==> src/rtl/uart_pkg.sv <==
// Shared UART definitions: FSM state encodings, oversampling constants and
// the 2-of-3 vote helper used by the optional majority sampler.
package uart_pkg;

    typedef enum logic [1:0] {
        IDLE  = 2'd0,
        START = 2'd1,
        DATA  = 2'd2,
        STOP  = 2'd3
    } uart_state_e;

    localparam int unsigned OVERSAMPLE = 16;
    localparam int unsigned START_MID  = 7;

    function automatic logic maj3(input logic [2:0] v);
        return (v[0] & v[1]) | (v[0] & v[2]) | (v[1] & v[2]);
    endfunction

endpackage

==> src/rtl/uart_rx_sync.sv <==
// Two-flop synchronizer for the asynchronous rx pad plus a falling-edge
// detector. Every flop resets to the idle-high line level so that no
// spurious edge appears when reset is released.
module uart_rx_sync (
    input  logic clk,
    input  logic resetn,
    input  logic rx,
    output logic rxS,
    output logic fallEdge
);

    logic meta_q;
    logic sync_q;
    logic prev_q;

    // Synchronizer chain plus one delay flop for edge detection.
    always_ff @(posedge clk or negedge resetn) begin
        if (!resetn) begin
            meta_q <= 1'b1;
            sync_q <= 1'b1;
            prev_q <= 1'b1;
        end else begin
            meta_q <= rx;
            sync_q <= meta_q;
            prev_q <= sync_q;
        end
    end

    assign rxS      = sync_q;
    assign fallEdge = prev_q & ~sync_q;

endmodule

==> src/rtl/uart_rx.sv <==
// Oversampling UART receiver (start bit, dBits data bits LSB first, stop).
// Uses the shared 16x baud tick sTick; one rxDone pulse per frame.
// Optional build macro UART_RX_MAJORITY_EN: each sample becomes a 2-of-3
// vote over the last three sTick samples of the bit; timing is unchanged.
module uart_rx
    import uart_pkg::*;
#(
    parameter int unsigned dBits   = 8,
    parameter int unsigned sbTicks = 16
) (
    input  logic             clk,
    input  logic             resetn,
    input  logic             sTick,
    input  logic             rx,
    output logic [dBits-1:0] dataOut,
    output logic             rxDone,
    output logic             frameErr
);

    localparam int unsigned NW = $clog2(dBits);

    logic rxS;
    logic fallEdge;

    uart_rx_sync u_sync (
        .clk      (clk),
        .resetn   (resetn),
        .rx       (rx),
        .rxS      (rxS),
        .fallEdge (fallEdge)
    );

    uart_state_e      state_q, state_d;
    logic [3:0]       s_q, s_d;
    logic [NW-1:0]    n_q, n_d;
    logic [dBits-1:0] sh_q, sh_d;
    logic [dBits-1:0] data_q, data_d;
    logic             done_q, done_d;
    logic             err_q, err_d;
    logic             sample;

`ifdef UART_RX_MAJORITY_EN
    logic [2:0] vote_q, vote_d;

    // Vote over the two previous tick samples and the current one.
    assign sample = maj3({vote_q[1:0], rxS});
`else
    assign sample = rxS;
`endif

    // Next-state, counter, shift and output-register logic.
    always_comb begin
        state_d = state_q;
        s_d     = s_q;
        n_d     = n_q;
        sh_d    = sh_q;
        data_d  = data_q;
        err_d   = err_q;
        done_d  = 1'b0;

        case (state_q)
            IDLE: begin
                if (fallEdge) begin
                    s_d     = 4'd0;
                    state_d = START;
                end
            end
            START: begin
                if (sTick) begin
                    if (s_q == 4'(START_MID)) begin
                        if (!sample) begin
                            s_d     = 4'd0;
                            n_d     = '0;
                            state_d = DATA;
                        end else begin
                            // Start bit did not hold low: treat as a glitch.
                            state_d = IDLE;
                        end
                    end else begin
                        s_d = s_q + 4'd1;
                    end
                end
            end
            DATA: begin
                if (sTick) begin
                    if (s_q == 4'(OVERSAMPLE - 1)) begin
                        s_d  = 4'd0;
                        sh_d = {sample, sh_q[dBits-1:1]};
                        if (n_q == NW'(dBits - 1)) begin
                            state_d = STOP;
                        end else begin
                            n_d = n_q + 1'b1;
                        end
                    end else begin
                        s_d = s_q + 4'd1;
                    end
                end
            end
            STOP: begin
                if (sTick) begin
                    if (s_q == 4'(sbTicks - 1)) begin
                        data_d  = sh_q;
                        err_d   = ~sample;
                        done_d  = 1'b1;
                        state_d = IDLE;
                    end else begin
                        s_d = s_q + 4'd1;
                    end
                end
            end
            default: state_d = IDLE;
        endcase
    end

`ifdef UART_RX_MAJORITY_EN
    // Shift in one sample per tick while busy; clear on every state entry.
    always_comb begin
        vote_d = vote_q;
        if (sTick && state_q != IDLE) begin
            vote_d = {vote_q[1:0], rxS};
        end
        if (state_d != state_q) begin
            vote_d = 3'b000;
        end
    end

    // Vote register.
    always_ff @(posedge clk or negedge resetn) begin
        if (!resetn) begin
            vote_q <= 3'b000;
        end else begin
            vote_q <= vote_d;
        end
    end
`endif

    // Receiver state and registered outputs.
    always_ff @(posedge clk or negedge resetn) begin
        if (!resetn) begin
            state_q <= IDLE;
            s_q     <= 4'd0;
            n_q     <= '0;
            sh_q    <= '0;
            data_q  <= '0;
            done_q  <= 1'b0;
            err_q   <= 1'b0;
        end else begin
            state_q <= state_d;
            s_q     <= s_d;
            n_q     <= n_d;
            sh_q    <= sh_d;
            data_q  <= data_d;
            done_q  <= done_d;
            err_q   <= err_d;
        end
    end

    assign dataOut  = data_q;
    assign rxDone   = done_q;
    assign frameErr = err_q;

endmodule

==> config.mk <==
export PLATFORM = sky130hd
export DESIGN_NAME = uart_rx
export DESIGN_NICKNAME = d
export VERILOG_FILES = /design/src/rtl/uart_pkg.sv /design/src/rtl/uart_rx_sync.sv /design/src/rtl/uart_rx.sv
export SDC_FILE = /design/constraint.sdc
export NUM_CORES = 1
export LEC_CHECK = 0
export BUFFER_PORTS_ARGS = -buffer_cell sky130_fd_sc_hd__buf_2
export CAP_MARGIN = 10
export CORE_MARGIN = 3
export CORE_UTILIZATION = 50
export DETAILED_ROUTE_END_ITERATION = 12
export GPL_ROUTABILITY_DRIVEN = 0
export PLACE_DENSITY = 0.72
export SLEW_MARGIN = 20
export SYNTH_ARGS = -nofsm -noshare
export SYNTH_HDL_FRONTEND = slang
export SYNTH_HIERARCHICAL = 1
export SYNTH_SLANG_ARGS = --single-unit
==> constraint.sdc <==
create_clock -name clk -period 1.8 [get_ports clk]
set_input_delay 0.18 -clock clk [delete_from_list [all_inputs] [get_ports clk]]
set_output_delay 0.18 -clock clk [all_outputs]
set_load 0.005 [all_outputs]
==> summary.md <==
| Metric | Value |
|---|---|
| H-tree levels | `2` |
| Post-detail-place hpwl | `roughly 1.6 mm` |
| Final Routed Wirelength | `2.52 mm` |
| Root Driver | `clkbuf_4` |
| CTS Buffer Depth | `2` |
| Vias in the first global route | `925` |
| Top-Level Pins | `14` |
| Share of layout cells above drive strength 1 | `48.5%` |
| Final period demand of the worst path | `between 1.5 and 2 ns` |
| Diode count | `0` |
| Clk_lat worst skew | `slightly above 0.3 ns` |
| TritonCTS Sinks | `30` |
| Die width | `between 50 and 60 um` |
| Die ar. | `roughly 0.0034 sq mm` |
| Fin Hold WS | `~0.26 ns` |
| Max Cap Violations | `0` |
| Slew headroom | `about 57%` |
| Initial antenna violation count | `0` |
| Total track usage | `about 17%` |
| Hold endpoint | `frameErr` |
| Post-route cell area | `roughly 0.0017 sq mm` |
| Initial Utilization | `54.1%` |
| Seq cells post-synth | `30` |
| Critical path class | `flop to flop` |
| CP startpoint kind | `flop` |
| Clock skew | `a little over 0.009 ns` |
| R2R depth | `5` |
| Reg2reg start | `s_q[1]` |
| Core area | `0.00254 sq mm` |
| DRC | `0` |
| Final WS setup | `0.0596 ns` |
| Post-DP Area | `0.00155 sq mm` |
| Ys Warns | `6` |
| Hold Fails Final Rpt | `0` |
| Netlist cell types | `36` |
| First-pass GRT wire length | `about 4.2 mm` |
| Finish-stage setup viols | `0` |
| Cell Area, Synth | `0.00138 sq mm` |
| P per Cell Area | `1170 mW/mm^2` |
| Post-synthesis area per instance | `13.5 sq um` |
| Final Max Slew Viols | `0` |
| Maximum vdd drop | `0.972 mV` |
| CTS tree | `yes` |
| Worst slack at placement | `0.0315 ns` |
| Final Cycle Share | `between 90 and 100%` |
| Crit path capture type | `flop` |
| Port Buf Inserts | `13` |
| DRT antenna net count | `0` |
| Asr flop ratio synth | `100%` |
| EDFF count, synth | `0` |
| Num rows | `18` |
| Status | `finished clean` |
| Reg2Reg Setup Slack | `~0.060 ns` |
| Mapped Cells | `around 100` |
| R2r endpoint | `s_q[0]` |
| TritonCTS buffer count | `5` |
| Register area share after synthesis | `between 50% and 60%` |
| Worst-Margin Slew | `about 0.64 ns` |
| GRT Residual Overflow | `0` |
| Syn nets | `109` |
| Area grow syn2layout | `22.8%` |
| Largest net degree at the start of global routing | `31` |
| Leak pwr | `about 0.83 nW` |
| Die Height | `between 50 and 60 um` |
| Initial DRC count | `24` |
| Worst min path class | `primary input to flop` |
| CTS clk-pin slew, worst paths | `about 0.10 ns` |
| Critical path arrival | `1.99 ns` |
| Vias | `between 900 and 1000` |
| Hold depth | `3` |
| Hold Path Origin | `sTick` |
| Drt pass-1 iters | `4` |
| # nets final | `140` |
| WL per Instance | `between 15 and 20 um` |
| Most used flip-flop cell after synthesis | `dfrtp_1` |
| Critical Path RT | `2.05 ns` |
| Fillers | `between 150 and 200` |
| Max Freq | `around 0.57 GHz` |
| Crit path max fanout | `7` |
| Vias/cell | `between 5 and 6` |
-- sequential cells by signal (all words and copies together), names as in the netlist, named ones only --
| signal | count |
|---|---|
| frameErr | 1 |
| rxDone | 1 |
| n_q | 3 |
| sh_q | 8 |
| u_sync/rxS | 1 |
| dataOut | 8 |
| s_q | 4 |
| state_q | 1 |
| u_sync/prev_q | 1 |
| u_sync/meta_q | 1 |
-- layer usage --
| metal | up-vias | track usage [%] | share of wire, % |
|---|---|---|---|
| met5 | - | 0 | 0 |
| met4 | 0 | 10.6 | 0.60 |
| met3 | 2 | 5.04 | 6.5 |
| met2 | 34 | 23.6 | 48 |
| met1 | 461 | 22.0 | 45 |
| li1 | 449 | - | - |
-- power by group --
part | internal, mW | leakage (nW) | switching, mW
clock network | 0.332 | 0.0455 | 0.224
registers | 0.753 | 0.390 | 0.129
logic | 0.272 | 0.391 | 0.270
total | 1.36 | 0.826 | 0.622
-- repair_timing --
| action | CTS | global route |
|---|---|---|
| setup buffers | 0 | 2 |
| pin swaps | 0 | 1 |
| hold endpoints to repair | 28 | 0 |
| setup endpoints to repair | 1 | 2 |
| hold buffers | 2 | 0 |
| resized for setup | 1 | 4 |
-- cell families after synthesis --
logic type,count (synthesis),share of synthesized area [%]
compound gates,19,9.90
fa+ha+maj,3,2.73
buf+inv,4,1.54
flops,30,54.8
mux,18,14.6
simple gates,28,16.4
-- through the flow --
stage               power [mW]  setup TNS, ns  cells  util [%]
finish                    1.98              0    164      66.5
global route              2.08       -0.00393    164      66.5
CTS                       1.90              0    162      65.1
detailed placement        1.33              0    152      60.9
global placement          1.31              0    152      60.9
floorplan                 1.18              0    102         -
-- layout by cell type, fill, tap and decap left out, types with 2 or more instances in the layout --
master,n
dlygate4sd3_1,2
nand4_4,2
dfstp_2,3
nand3_1,2
buf_4,11
nor2_2,2
dfrtp_1,26
clkbuf_4,5
a22o_1,2
buf_2,13
o21ai_0,3
mux2_2,17
nor2_1,5
o31ai_1,4
nand2_1,5
a21oi_1,2
ha_1,2
-- critical path, cell delays in order, from the launching register on --
cell and delay, ns:
dfrtp_1 0.44, ha_4 0.22, and2_1 0.20, a211oi_2 0.26, or4b_4 0.49, nand2_1 0.08
-- worst max path at each step --
stage,endpoint,slack [ns],depth (start not counted),startpoint
after global routing,s_q[0],-0.004,5,s_q[1]
after floorplan,s_q[0],0.12,5,s_q[0]
final,s_q[0],0.06,5,s_q[1]
after detailed placement,s_q[0],0.03,5,s_q[0]
after global placement,s_q[0],0.07,5,s_q[0]
after CTS,s_q[0],0.08,5,flop
-- Yosys cell counts, types with 2 or more instances --
cell type / number / area, sq um
o21ai_0: 3 / 15.0
nand2_1: 5 / 18.8
nor2_1: 5 / 18.8
nor2_2: 2 / 12.5
mux2_2: 17 / 191
nand4_4: 2 / 42.5
o31ai_1: 4 / 30.0
dfstp_2: 3 / 78.8
dfrtp_1: 27 / 676
ha_1: 3 / 37.5
nand3_1: 2 / 10.0
a21oi_1: 3 / 15.0
a22o_1: 2 / 17.5
buf_2: 2 / 10.0
-- layout make-up --
cell class | count | area, sq um | share of cell area [%]
clock buffers | 7 | 55.1 | 3.25
clock inverters | 1 | 30.0 | 1.78
inverters | 1 | 3.75 | 0.222
multi-input cells | 68 | 622 | 36.8
flip-flops and latches | 30 | 756 | 44.7
well taps | 30 | 37.5 | 2.22
repair buffers | 27 | 188 | 11.1
(Power assumes the default switching activity.)
